--- src/rtl/demux_rr_dispatcher_pkg.sv ---
// rtl/demux_rr_dispatcher_pkg.sv - shared encodings and sizes for the round-robin bit dispatcher
package demux_rr_dispatcher_pkg;

    localparam int NUM_SINKS = 8;
    localparam int KEY_W     = 3;

    typedef enum logic [1:0] {
        ST_IDLE  = 2'd0,
        ST_WAIT  = 2'd1,
        ST_PULSE = 2'd2
    } state_t;

    // Round-robin successor of a destination; wraps naturally at NUM_SINKS
    function automatic logic [KEY_W-1:0] next_ptr(input logic [KEY_W-1:0] k);
        return k + KEY_W'(1);
    endfunction

endpackage

--- src/rtl/demux_rr_dispatcher_demux_3x1.sv ---
// rtl/demux_rr_dispatcher_demux_3x1.sv - 1-to-8 single-bit demultiplexer with enable
module demux_3x1
    import demux_rr_dispatcher_pkg::*;
(
    input  logic             data,
    input  logic [KEY_W-1:0] key,
    input  logic             enable,
    output logic             out1,
    output logic             out2,
    output logic             out3,
    output logic             out4,
    output logic             out5,
    output logic             out6,
    output logic             out7,
    output logic             out8
);

    logic [NUM_SINKS-1:0] sel;

    // Route data to the keyed output only while enabled; everything else stays low
    always_comb begin
        sel = '0;
        if (enable) begin
            sel[key] = data;
        end
    end

    assign out1 = sel[0];
    assign out2 = sel[1];
    assign out3 = sel[2];
    assign out4 = sel[3];
    assign out5 = sel[4];
    assign out6 = sel[5];
    assign out7 = sel[6];
    assign out8 = sel[7];

endmodule

--- src/rtl/demux_rr_dispatcher.sv ---
// rtl/demux_rr_dispatcher.sv - accepts bits, picks a sink (round-robin or explicit), pulses the demux once
module demux_rr_dispatcher
    import demux_rr_dispatcher_pkg::*;
#(
    parameter int TIMEOUT = 16,
    parameter int CNT_W   = 8
) (
    input  logic                 clock,
    input  logic                 reset,
    input  logic                 in_valid,
    input  logic                 in_data,
    input  logic                 in_mode,
    input  logic [KEY_W-1:0]     in_dest,
    output logic                 in_ready,
    input  logic [NUM_SINKS-1:0] sink_ready,
    output logic [NUM_SINKS-1:0] out,
    output logic [KEY_W-1:0]     key,
    output logic                 enable,
    output logic [KEY_W-1:0]     rr_ptr,
    output logic [CNT_W-1:0]     delivered,
    output logic [CNT_W-1:0]     dropped,
    output logic                 timeout_pulse
);

    // Last wait_cnt value before a drop; unused when TIMEOUT is 0
    localparam logic [CNT_W-1:0] WAIT_LAST = (TIMEOUT == 0) ? '0 : CNT_W'(TIMEOUT - 1);

    state_t           state;
    logic             data_q;
    logic             mode_q;
    logic [CNT_W-1:0] wait_cnt;

    assign in_ready = (state == ST_IDLE);

    // Sequencer: accept, wait for the chosen sink (or give up), then one enable cycle
    always_ff @(posedge clock) begin
        if (reset) begin
            state         <= ST_IDLE;
            data_q        <= 1'b0;
            mode_q        <= 1'b0;
            key           <= '0;
            enable        <= 1'b0;
            rr_ptr        <= '0;
            wait_cnt      <= '0;
            delivered     <= '0;
            dropped       <= '0;
            timeout_pulse <= 1'b0;
        end else begin
            timeout_pulse <= 1'b0;
            case (state)
                ST_IDLE: begin
                    if (in_valid) begin
                        data_q   <= in_data;
                        mode_q   <= in_mode;
                        key      <= in_mode ? in_dest : rr_ptr;
                        wait_cnt <= '0;
                        state    <= ST_WAIT;
                    end
                end
                ST_WAIT: begin
                    // A ready sink on the final wait cycle still gets the word
                    if (sink_ready[key]) begin
                        enable <= 1'b1;
                        state  <= ST_PULSE;
                    end else if (TIMEOUT != 0 && wait_cnt == WAIT_LAST) begin
                        timeout_pulse <= 1'b1;
                        if (dropped != '1) begin
                            dropped <= dropped + CNT_W'(1);
                        end
                        if (!mode_q) begin
                            rr_ptr <= next_ptr(key);
                        end
                        state <= ST_IDLE;
                    end else begin
                        wait_cnt <= wait_cnt + CNT_W'(1);
                    end
                end
                ST_PULSE: begin
                    enable <= 1'b0;
                    if (delivered != '1) begin
                        delivered <= delivered + CNT_W'(1);
                    end
                    if (!mode_q) begin
                        rr_ptr <= next_ptr(key);
                    end
                    state <= ST_IDLE;
                end
                default: begin
                    state <= ST_IDLE;
                end
            endcase
        end
    end

    demux_3x1 u_demux (
        .data   (data_q),
        .key    (key),
        .enable (enable),
        .out1   (out[0]),
        .out2   (out[1]),
        .out3   (out[2]),
        .out4   (out[3]),
        .out5   (out[4]),
        .out6   (out[5]),
        .out7   (out[6]),
        .out8   (out[7])
    );

endmodule

--- config.mk ---
export PLATFORM = sky130hd
export DESIGN_NAME = demux_rr_dispatcher
export DESIGN_NICKNAME = d
export VERILOG_FILES = /design/src/rtl/demux_rr_dispatcher_pkg.sv /design/src/rtl/demux_rr_dispatcher_demux_3x1.sv /design/src/rtl/demux_rr_dispatcher.sv
export SDC_FILE = /design/constraint.sdc
export NUM_CORES = 1
export LEC_CHECK = 0
export CORE_ASPECT_RATIO = 1.5
export CORE_UTILIZATION = 45
export CTS_CLUSTER_DIAMETER = 120
export DETAILED_ROUTE_END_ITERATION = 12
export GPL_ROUTABILITY_DRIVEN = 0
export PLACE_DENSITY_LB_ADDON = 0.3
export SLEW_MARGIN = 30
export SYNTH_ARGS = -nofsm -noshare
export SYNTH_HDL_FRONTEND = slang
export SYNTH_SLANG_ARGS = --single-unit
--- constraint.sdc ---
create_clock -name clock -period 3.43 [get_ports clock]
set_clock_uncertainty 0.2 [all_clocks]
set_input_delay 0.5145 -clock clock [delete_from_list [all_inputs] [get_ports clock]]
set_output_delay 0.5145 -clock clock [all_outputs]
set_load 0.02 [all_outputs]
==> qor.yml, run 1 <==
die_y_um: 81.6
core_sq_um: 3990
row_count: 28
postSynthCellCount: 218
ir_drop_mv: 0.324
layout_commonest_cell: "clkdlybuf4s50_1"
drive_gt1_share_pct: 7.72
switchingPower_uw: 244
diodes: 0
ys_async_sr_fraction_pct: 0
comb_power_share_pct: 13.8
wl_per_cell_um: 13.9
grt_remaining_overflow: 0
p_leak_nw: 0.868
dpl.hpwl_um: 3000
clkSlewWorstSetupHoldPaths_ns: 0.08
first_pass_iters: 5
cts_made_buffers: 5
nNetsFinal: 278
cts_sinks: 36
avgSynthCellArea_sq_um: 8.71
p_sw_share_pct: 25.7
clockPowerShare_pct: 39.1
seq_area_frac_synth_pct: 37.9
synth_area_sq_um: 1900
place_inst: 296
fin_ws_ns: 0.770
reg2regPathDepth: 5
p_seq_share_pct: 47.2
slowest_delay_ns: 0.63
drt_iter0_markers: 22
tns_ns: 0
ys_types: 47
tightest_slew_ns: 0.528
layoutNonFillerInstCount: 304
cts_resized: 0
vias_per_cell: 5.56
cts_tree: "done"
pre_cts_ws_ns: 0.769
root_buffer: "clkbuf_8"
hold_class: "reg2reg"
crit_required_ns: 2.72
slew_headroom_pct: 64.3
cp_max_fo: 10
setup_viol: 0
htreeDepth: 2
fin_crit_ns: 2.66
ant_nets: 0
cp-start-kind: "flop"
hold_viol_final: 0
synth_edf_count: 0
die-area_sq_um: 4490
mostFrequentLayoutCells: "clkdlybuf4s50_1 (48), nor2_1 (40), dfxtp_1 (36)"
antenna_found_initial: 0
die-width_um: 55.0
final.period_utilization_pct: 77.5
report.final.slew_viol_count: 0
p_int_uw: 707
clk_latency_ns: 0.29
io_pins: 49
areaGrowthSynthToFinish_pct: 29.2
wl_um: 4220
rsz0062_at_grt: "no"
postCtsSetupRepairBufs: 0
initial_core_util_pct: 47.6
ys.warnings.count: 0
crit_chain: "nand3_1, nor3_1, clkdlybuf4s50_1"
grt_max_degree: 25
track_usage_pct: 20.9
synth_ff_type: "dfxtp_1"
ctsLongestPathBuffers: 2
drc: 0
grt_pass1_vias: 1557
status: "complete, no violations"
cp.arrival_ns: 1.95
syn-num-nets: 238
synth-seq-cells: 36
crit_type: "reg2out"
grt_pass1_wl_um: 6830
holdPathStages: 1
hold_buffers: 0
crit_path_end_kind: "output port"
slowest_stage: "clkdlybuf4s50_1"
io_buffers: 48
vias: 1691
powerDensity_nw_per_um2: 388
max_clock_freq_ghz: 0.376
cap_violations: 0
-- metal layers --
| layer | GRT usage [%] | vias to the layer above | share of wire (%) |
|---|---|---|---|
| met1 | 22.8 | 784 | 42 |
| li1 | - | 846 | - |
| met2 | 36.3 | 53 | 52 |
| met4 | 10.0 | 0 | 1.5 |
| met3 | 5.00 | 8 | 5.0 |
| met5 | 0 | - | 0 |
-- cell families (layout without fill, tap and decap cells) --
family | count (synthesis) | count (layout) | share of synthesized area (%)
AO/OA/AOI/OAI | 34 | 34 | 12.8
buffers and inverters | 19 | 60 | 6.13
multiplexers | 16 | 16 | 9.16
XOR/XNOR | 8 | 8 | 3.69
flip-flops | 36 | 36 | 37.9
adder cells (fa/ha/maj) | 4 | 4 | 2.64
AND/OR/NAND/NOR | 101 | 101 | 27.7
-- stage by stage --
step	instance area [sq um]	util [%]	hold slack [ns]	total power [mW]
after detailed placement	2340	58.6	0.301	0.589
final	2450	61.4	0.310	0.951
after CTS	2450	61.4	0.313	0.961
after floorplan	1900	-	0.262	0.542
after global routing	2450	61.4	0.337	0.994
after global placement	2340	58.6	0.280	0.587
-- area by class of cell --
| cell class | instances | area (sq um) |
|---|---|---|
| clock buffers | 5 | 68.8 |
| flip-flops and latches | 36 | 721 |
| inverters | 2 | 7.51 |
| multi-input cells | 163 | 1060 |
| repair buffers | 50 | 495 |
| clock inverters | 3 | 42.5 |
| fillers | 369 | 1540 |
| well taps | 45 | 56.3 |
-- flip-flops by register name, summed over array words and instances, names as in the netlist --
signal	flops
dropped	8
mode_q	1
rr_ptr	3
key	3
data_q	1
timeout_pulse	1
enable	1
state	2
wait_cnt	8
delivered	8
-- power by group through the flow --
stage / clock (mW) / combinational [mW] / sequential [mW]
finish: 0.371 / 0.131 / 0.449
floorplan: 0 / 0.0844 / 0.458
global placement: 0 / 0.128 / 0.458
CTS: 0.381 / 0.131 / 0.449
global route: 0.398 / 0.145 / 0.451
detailed placement: 0 / 0.130 / 0.459
-- path summary, 6_finish.rpt --
path | slack (ns) | startpoint | to
min reg2reg | 0.31 | wait_cnt[0]$_SDFFE_PP0P_ | wait_cnt[0]$_SDFFE_PP0P_
min | 0.31 | wait_cnt[0]$_SDFFE_PP0P_ | wait_cnt[0]$_SDFFE_PP0P_
max | 0.77 | key[0]$_SDFFE_PP0P_ | out[1]
max reg2reg | 0.97 | key[0]$_SDFFE_PP0P_ | dropped[4]$_SDFFE_PP0P_
-- synth_stat cells (3+ instances only) --
cell	instances	area share, %
ha_1	4	2.6
nor2_1	40	7.9
a31oi_1	3	0.99
nand2b_1	5	1.6
nor3_1	7	1.8
dfxtp_1	36	38
nand4_1	6	2.0
clkbuf_1	6	1.2
buf_4	8	3.2
a211oi_1	3	1.2
a21oi_1	9	2.4
nand3_1	9	2.4
xnor2_1	3	1.4
xor2_1	5	2.3
mux2i_1	14	7.4
o21ai_0	5	1.3
or3_1	3	0.99
nand2_1	14	2.8
nor2b_1	3	0.99
-- critical path: cells and delay by family, from the launching register on --
| family | cells | cell delay [ns] |
|---|---|---|
| buffers and inverters | 1 | 0.63 |
| and+or+nand+nor | 2 | 0.41 |
| DFF | 1 | 0.62 |
No activity file was read; power rests on OpenSTA's default activity.
==> run 2: changes to the inputs <==
CORE_UTILIZATION = 44   (was 45)
clock period = 2.2 ns   (was 3.43 ns; I/O delays follow)
==> run 2 against run 1 <==
Against the previous run: via count grew 4.3%; utilization increased by 2.0 points; die area is 2.2% higher; critical path type unchanged; setup slack got worse by 0.64 ns; sequential share of layout area decreased by 1.0 points; global-route usage down 0.32 points; largest cell class unchanged.
==> qor.yml, run 2 (synthesized netlist as in run 1, its figures left out) <==
grt_pass1_vias: 1673  # +7.5%
vias: 1763  # +4.3%
drt_iter0_markers: 30  # +36%
status: "complete, no violations"
slew_headroom_pct: 64.7  # +0.43 points
wl_per_cell_um: 13.5  # -2.9%
fin_crit_ns: 2.07
ctsLongestPathBuffers: 2  # unchanged
hold_buffers: 0  # unchanged
cp-start-kind: "flop"
setup_viol: 0  # unchanged
final.period_utilization_pct: 93.9
initial_core_util_pct: 47.1  # -0.41 points
clkSlewWorstSetupHoldPaths_ns: 0.08  # about the same
p_leak_nw: 0.976  # +13%
cp.arrival_ns: 1.54  # -0.41 ns
io_pins: 49  # unchanged
design_area_sq_um: 2560  # +4.2%
dpl.hpwl_um: 3240  # +7.8%
crit_path_end_kind: "output port"
die-area_sq_um: 4590  # +2.2%
areaGrowthSynthToFinish_pct: 34.7
max_clock_freq_ghz: 0.484
grt_max_degree: 23  # -8.0%
antenna_found_initial: 0  # unchanged
track_usage_pct: 20.6  # -0.32 points
core_sq_um: 4030  # +0.88%
fin_ws_ns: 0.134  # -0.637 ns
htreeDepth: 2  # unchanged
first_pass_iters: 4  # -1
tns_ns: 0  # unchanged
powerDensity_nw_per_um2: 598  # +54%
clk_latency_ns: 0.30  # about the same
pre_cts_ws_ns: -0.151  # -0.921 ns
hold_class: "reg2reg"
rsz0062_at_grt: "yes"
grt_remaining_overflow: 0  # unchanged
drc: 0  # unchanged
ant_nets: 0  # unchanged
tightest_slew_ns: 0.522  # -0.00640 ns
crit_required_ns: 1.67  # -1.05 ns
drive_gt1_share_pct: 13.9  # +6.1 points
io_buffers: 48  # unchanged
vias_per_cell: 5.53  # -0.64%
wl_um: 4300  # +1.9%
row_count: 28  # unchanged
root_buffer: "clkbuf_8"
ir_drop_mv: 0.493  # +52%
cts_sinks: 36  # unchanged
report.final.slew_viol_count: 0  # unchanged
place_area_sq_um: 2450  # +4.8%
diodes: 0  # unchanged
die-width_um: 55.6  # +1.1%
hold_viol_final: 0  # unchanged
die_y_um: 82.5  # +1.1%
nNetsFinal: 293  # +5.4%
mostFrequentLayoutCells: "nor2_1 (40), clkdlybuf4s50_1 (40), dfxtp_1 (35)"
grt_pass1_wl_um: 7310  # +7.1%
crit_type: "reg2out"
cp_max_fo: 6  # -4
cap_violations: 0  # unchanged
cts_made_buffers: 5  # unchanged
nFillCells: 366  # -0.81%
reg_top3: "delivered x8, dropped x8, wait_cnt x8"
cts_tree: "done"
run 2: changes by cell type in the layout (fill, tap and decap cells not counted), sizes merged:
cell	previous run	this run
buf	2	17
clkbuf	5	6
clkdlybuf4s50	48	40
dlygate4sd2	0	7
run 2: final timing paths:
check                      start                      end  slack (ns)  cells after the start
max          key[0]$_SDFFE_PP0P_                   out[4]        0.13                      4
min          enable$_SDFFE_PP0P_      enable$_SDFFE_PP0P_        0.31                      2
max reg2reg  key[0]$_SDFFE_PP0P_  dropped[7]$_SDFFE_PP0P_        0.15                      6
min reg2reg  enable$_SDFFE_PP0P_      enable$_SDFFE_PP0P_        0.31                      2
run 2: layout make-up:
cell class                 count  area, sq um  area share (%)
tap                           45         56.3            2.20
inverter                       2         7.51           0.294
multi-input combinational    163         1060            41.6
sequential                    36          724            28.3
clock buffer                   5         68.8            2.69
timing repair buffer          65          594            23.2
clock inverter                 3         42.5            1.66
run 2: where the power goes:
part	internal [mW]	switching (mW)	leakage, nW
logic	0.131	0.121	0.630
clock network	0.335	0.248	0.0541
registers	0.669	0.0237	0.292
run 2: metal layers:
layer  up-vias  global-route usage [%]  part of all wire, %
li1        886                       -                    -
met1       821                    20.4                   41
met2        44                    38.4                   51
met3        12                    6.07                  4.9
met4         0                    11.5                  3.0
met5         -                       0                    0
run 2: timing repair:
item                       in CTS  in global routing
gates resized for setup         9                  5
cloned                          0                  0
setup endpoints to repair      10                  4
buffers inserted                0                  0
pin swaps                       0                  0
run 2: through the flow:
stage                     std cells  utilization [%]  hold WS (ns)  power [mW]
after floorplan                 218                -         0.262       0.845
after global placement          311             60.9         0.283       0.958
after detailed placement        311             60.9         0.289       0.960
after CTS                       319             63.5         0.301        1.54
after global routing            319             63.5         0.331        1.59
final                           319             63.5         0.311        1.53
run 2: worst max-delay path, stage by stage (launching register included):
cell and delay (ns):
dfxtp_4 0.37, buf_4 0.16, nand3b_1 0.23, nor2_1 0.13, dlygate4sd2_1 0.34
==> run 3: changes to the inputs <==
CORE_UTILIZATION = 45   (was 44)
clock period = 2 ns   (was 2.2 ns; I/O delays follow)
==> run 3 against run 2 <==
Against the previous run: the run now ends with setup timing left; register-to-register slack got worse by 0.22 ns; sequential power up 9.8%; flip-flop and latch count is the same; clock power fell by 11%; utilization grew 3.8 points; design area increased by 5.0%; critical path type is now in2reg; largest power group unchanged; critical path depth increased by 3; combinational power up 22%; via count rose by 2.0%; highest routed layer unchanged; total power is 3.8% higher; setup slack got worse by 0.22 ns; clock-buffer cell count unchanged.
==> qor.yml, run 3 (synthesized netlist as in run 1, its figures left out) <==
status: "finished with violations"
violations: "setup timing"
dpl.hpwl_um: 3450  # +6.6%
row_count: 28  # unchanged
cp-startpoint: "sink_ready[5]"
cp-start-kind: "primary input"
ir_drop_mv: 0.572  # +16%
htreeDepth: 2  # unchanged
reg_top3: "delivered x8, dropped x8, wait_cnt x8"
worstReg2RegEnd: "rr_ptr[1]$_SDFFE_PP0P_"
grt_max_degree: 18  # -22%
power.total_mw: 1.59  # +3.8%
drive_gt1_share_pct: 19.4  # +5.6 points
slowest_stage: "mux4_2"
vias: 1798  # +2.0%
grt_pass1_wl_um: 7390  # +1.0%
areaGrowthSynthToFinish_pct: 41.4
rrSetupSlack_ns: -0.07  # -0.22 ns
final.period_utilization_pct: 104
mostFrequentLayoutCells: "nor2_1 (39), dfxtp_1 (33), clkdlybuf4s50_1 (33)"
cp_common_cell: "mux2i_1"
cp.arrival_ns: 2.07  # +0.53 ns
hold_class: "reg2reg"
report.final.slew_viol_count: 0  # unchanged
first_pass_iters: 4  # unchanged
cap_violations: 0  # unchanged
cp_top_family: "multiplexers"
pre_cts_ws_ns: -0.352  # -0.200 ns
io_pins: 49  # unchanged
crit_buf_inv: 2  # unchanged
clkSlewWorstSetupHoldPaths_ns: 0.08  # about the same
die-width_um: 55.0  # -1.1%
r2r-start: "key[0]$_SDFFE_PP0P_"
place_inst: 321  # +3.2%
grt_remaining_overflow: 0  # unchanged
drc: 0  # unchanged
crit_required_ns: 1.99  # +0.32 ns
wl_per_cell_um: 13.7  # +1.3%
slew_headroom_pct: 70.7  # +5.9 points
rsz0062_at_grt: "yes"
nNetsFinal: 307  # +4.8%
layout_commonest_cell: "nor2_1"
root_buffer: "clkbuf_8"
ctsLongestPathBuffers: 2  # unchanged
crit_path_end_kind: "flop"
antenna_found_initial: 0  # unchanged
slowest_delay_ns: 0.56  # +0.19 ns
ant_nets: 0  # unchanged
die_y_um: 81.6  # -1.1%
cts_tree: "done"
layoutNonFillerInstCount: 333  # +4.4%
fin_crit_ns: 2.08
track_usage_pct: 22.7  # +2.2 points
clk_latency_ns: 0.30  # about the same
tightest_slew_ns: 0.434  # -0.0877 ns
powerDensity_nw_per_um2: 591  # -1.2%
max_clock_freq_ghz: 0.480
fin_ws_ns: -0.0824  # -0.216 ns
wl_um: 4550  # +5.7%
initial_core_util_pct: 47.6  # +0.41 points
hold_viol_final: 0  # unchanged
vias_per_cell: 5.40  # -2.3%
core_sq_um: 3990  # -0.87%
tns_ns: -0.422  # -0.422 ns
p_leak_nw: 1.10  # +13%
drt_iter0_markers: 32  # +6.7%
crit_chain: "clkdlybuf4s50_1, mux2i_1, mux4_2, buf_4, a32o_2, mux2i_1, nor2_1"
cp_max_fo: 6  # unchanged
crit_end: "rr_ptr[1]$_SDFFE_PP0P_"
cp.depth: 7  # +3
reg2regPathDepth: 6  # unchanged
crit_type: "in2reg"
cts_made_buffers: 5  # unchanged
grt_pass1_vias: 1721  # +2.9%
die-area_sq_um: 4490  # -2.2%
cts_sinks: 36  # unchanged
hold_buffers: 0  # unchanged
setup_viol: 13  # +13
diodes: 0  # unchanged
io_buffers: 48  # unchanged
==> run 3: changes by cell type in the layout (fill, tap and decap cells not counted), sizes merged <==
cell,change
dlymetal6s2s,+5
bufinv,-1
buf,+14
dlygate4sd2,+2
clkdlybuf4s50,-7
clkinvlp,-1
clkinv,+2
==> run 3: how the worst min path moves through the flow <==
stage	startpoint	end	depth (start not counted)
floorplan	in_mode	mode_q$_SDFFE_PP0P_	2
global placement	wait_cnt[2]$_SDFFE_PP0P_	wait_cnt[2]$_SDFFE_PP0P_	2
detailed placement	enable$_SDFFE_PP0P_	enable$_SDFFE_PP0P_	2
CTS	enable$_SDFFE_PP0P_	enable$_SDFFE_PP0P_	2
global route	enable$_SDFFE_PP0P_	enable$_SDFFE_PP0P_	2
finish	enable$_SDFFE_PP0P_	enable$_SDFFE_PP0P_	2
==> run 3: tightest hold or removal path: stages, from the launching register on <==
cell and delay (ns):
dfxtp_1 0.35, nand2_1 0.07, a21oi_1 0.05
==> run 3: repair_timing <==
item	CTS	global route
buffers inserted	3	1
endpoints found under the setup margin	17	21
cloned	0	0
pin swaps	2	4
gates resized for setup	13	15
==> run 3: through the flow <==
step           instance area (sq um)  utilization [%]  hold slack (ns)
2_1_floorplan                   1910                -            0.239
3_3_place_gp                    2540             63.7            0.281
3_5_place_dp                    2540             63.7            0.307
4_1_cts                         2650             66.4            0.318
5_1_grt                         2690             67.2            0.340
6_report                        2690             67.2            0.315
==> run 3: cell type report <==
cell class                      count  area [sq um]
Timing Repair Buffer               79           717
Clock buffer                        5          68.8
Multi-Input combinational cell    163          1090
Sequential cell                    36           727
Clock inverter                      3          18.8
Tap cell                           45          56.3
Fill cell                         345          1310
Inverter                            2          7.51
==> run 3: metal layers <==
layer  share of wire, %  track usage (%)  up-vias
li1                   -                -      909
met1                 40             24.0      830
met2                 53             41.4       51
met3                5.5             4.44        8
met4                1.6             10.0        0
met5                  0                0        -
==> run 3: power breakdown <==
| part | switching, mW | leakage [nW] | total, mW | internal (mW) |
|---|---|---|---|---|
| Clock | 0.276 | 0.0479 | 0.519 | 0.243 |
| Combinational | 0.145 | 0.764 | 0.307 | 0.162 |
| Sequential | 0.0236 | 0.293 | 0.761 | 0.737 |
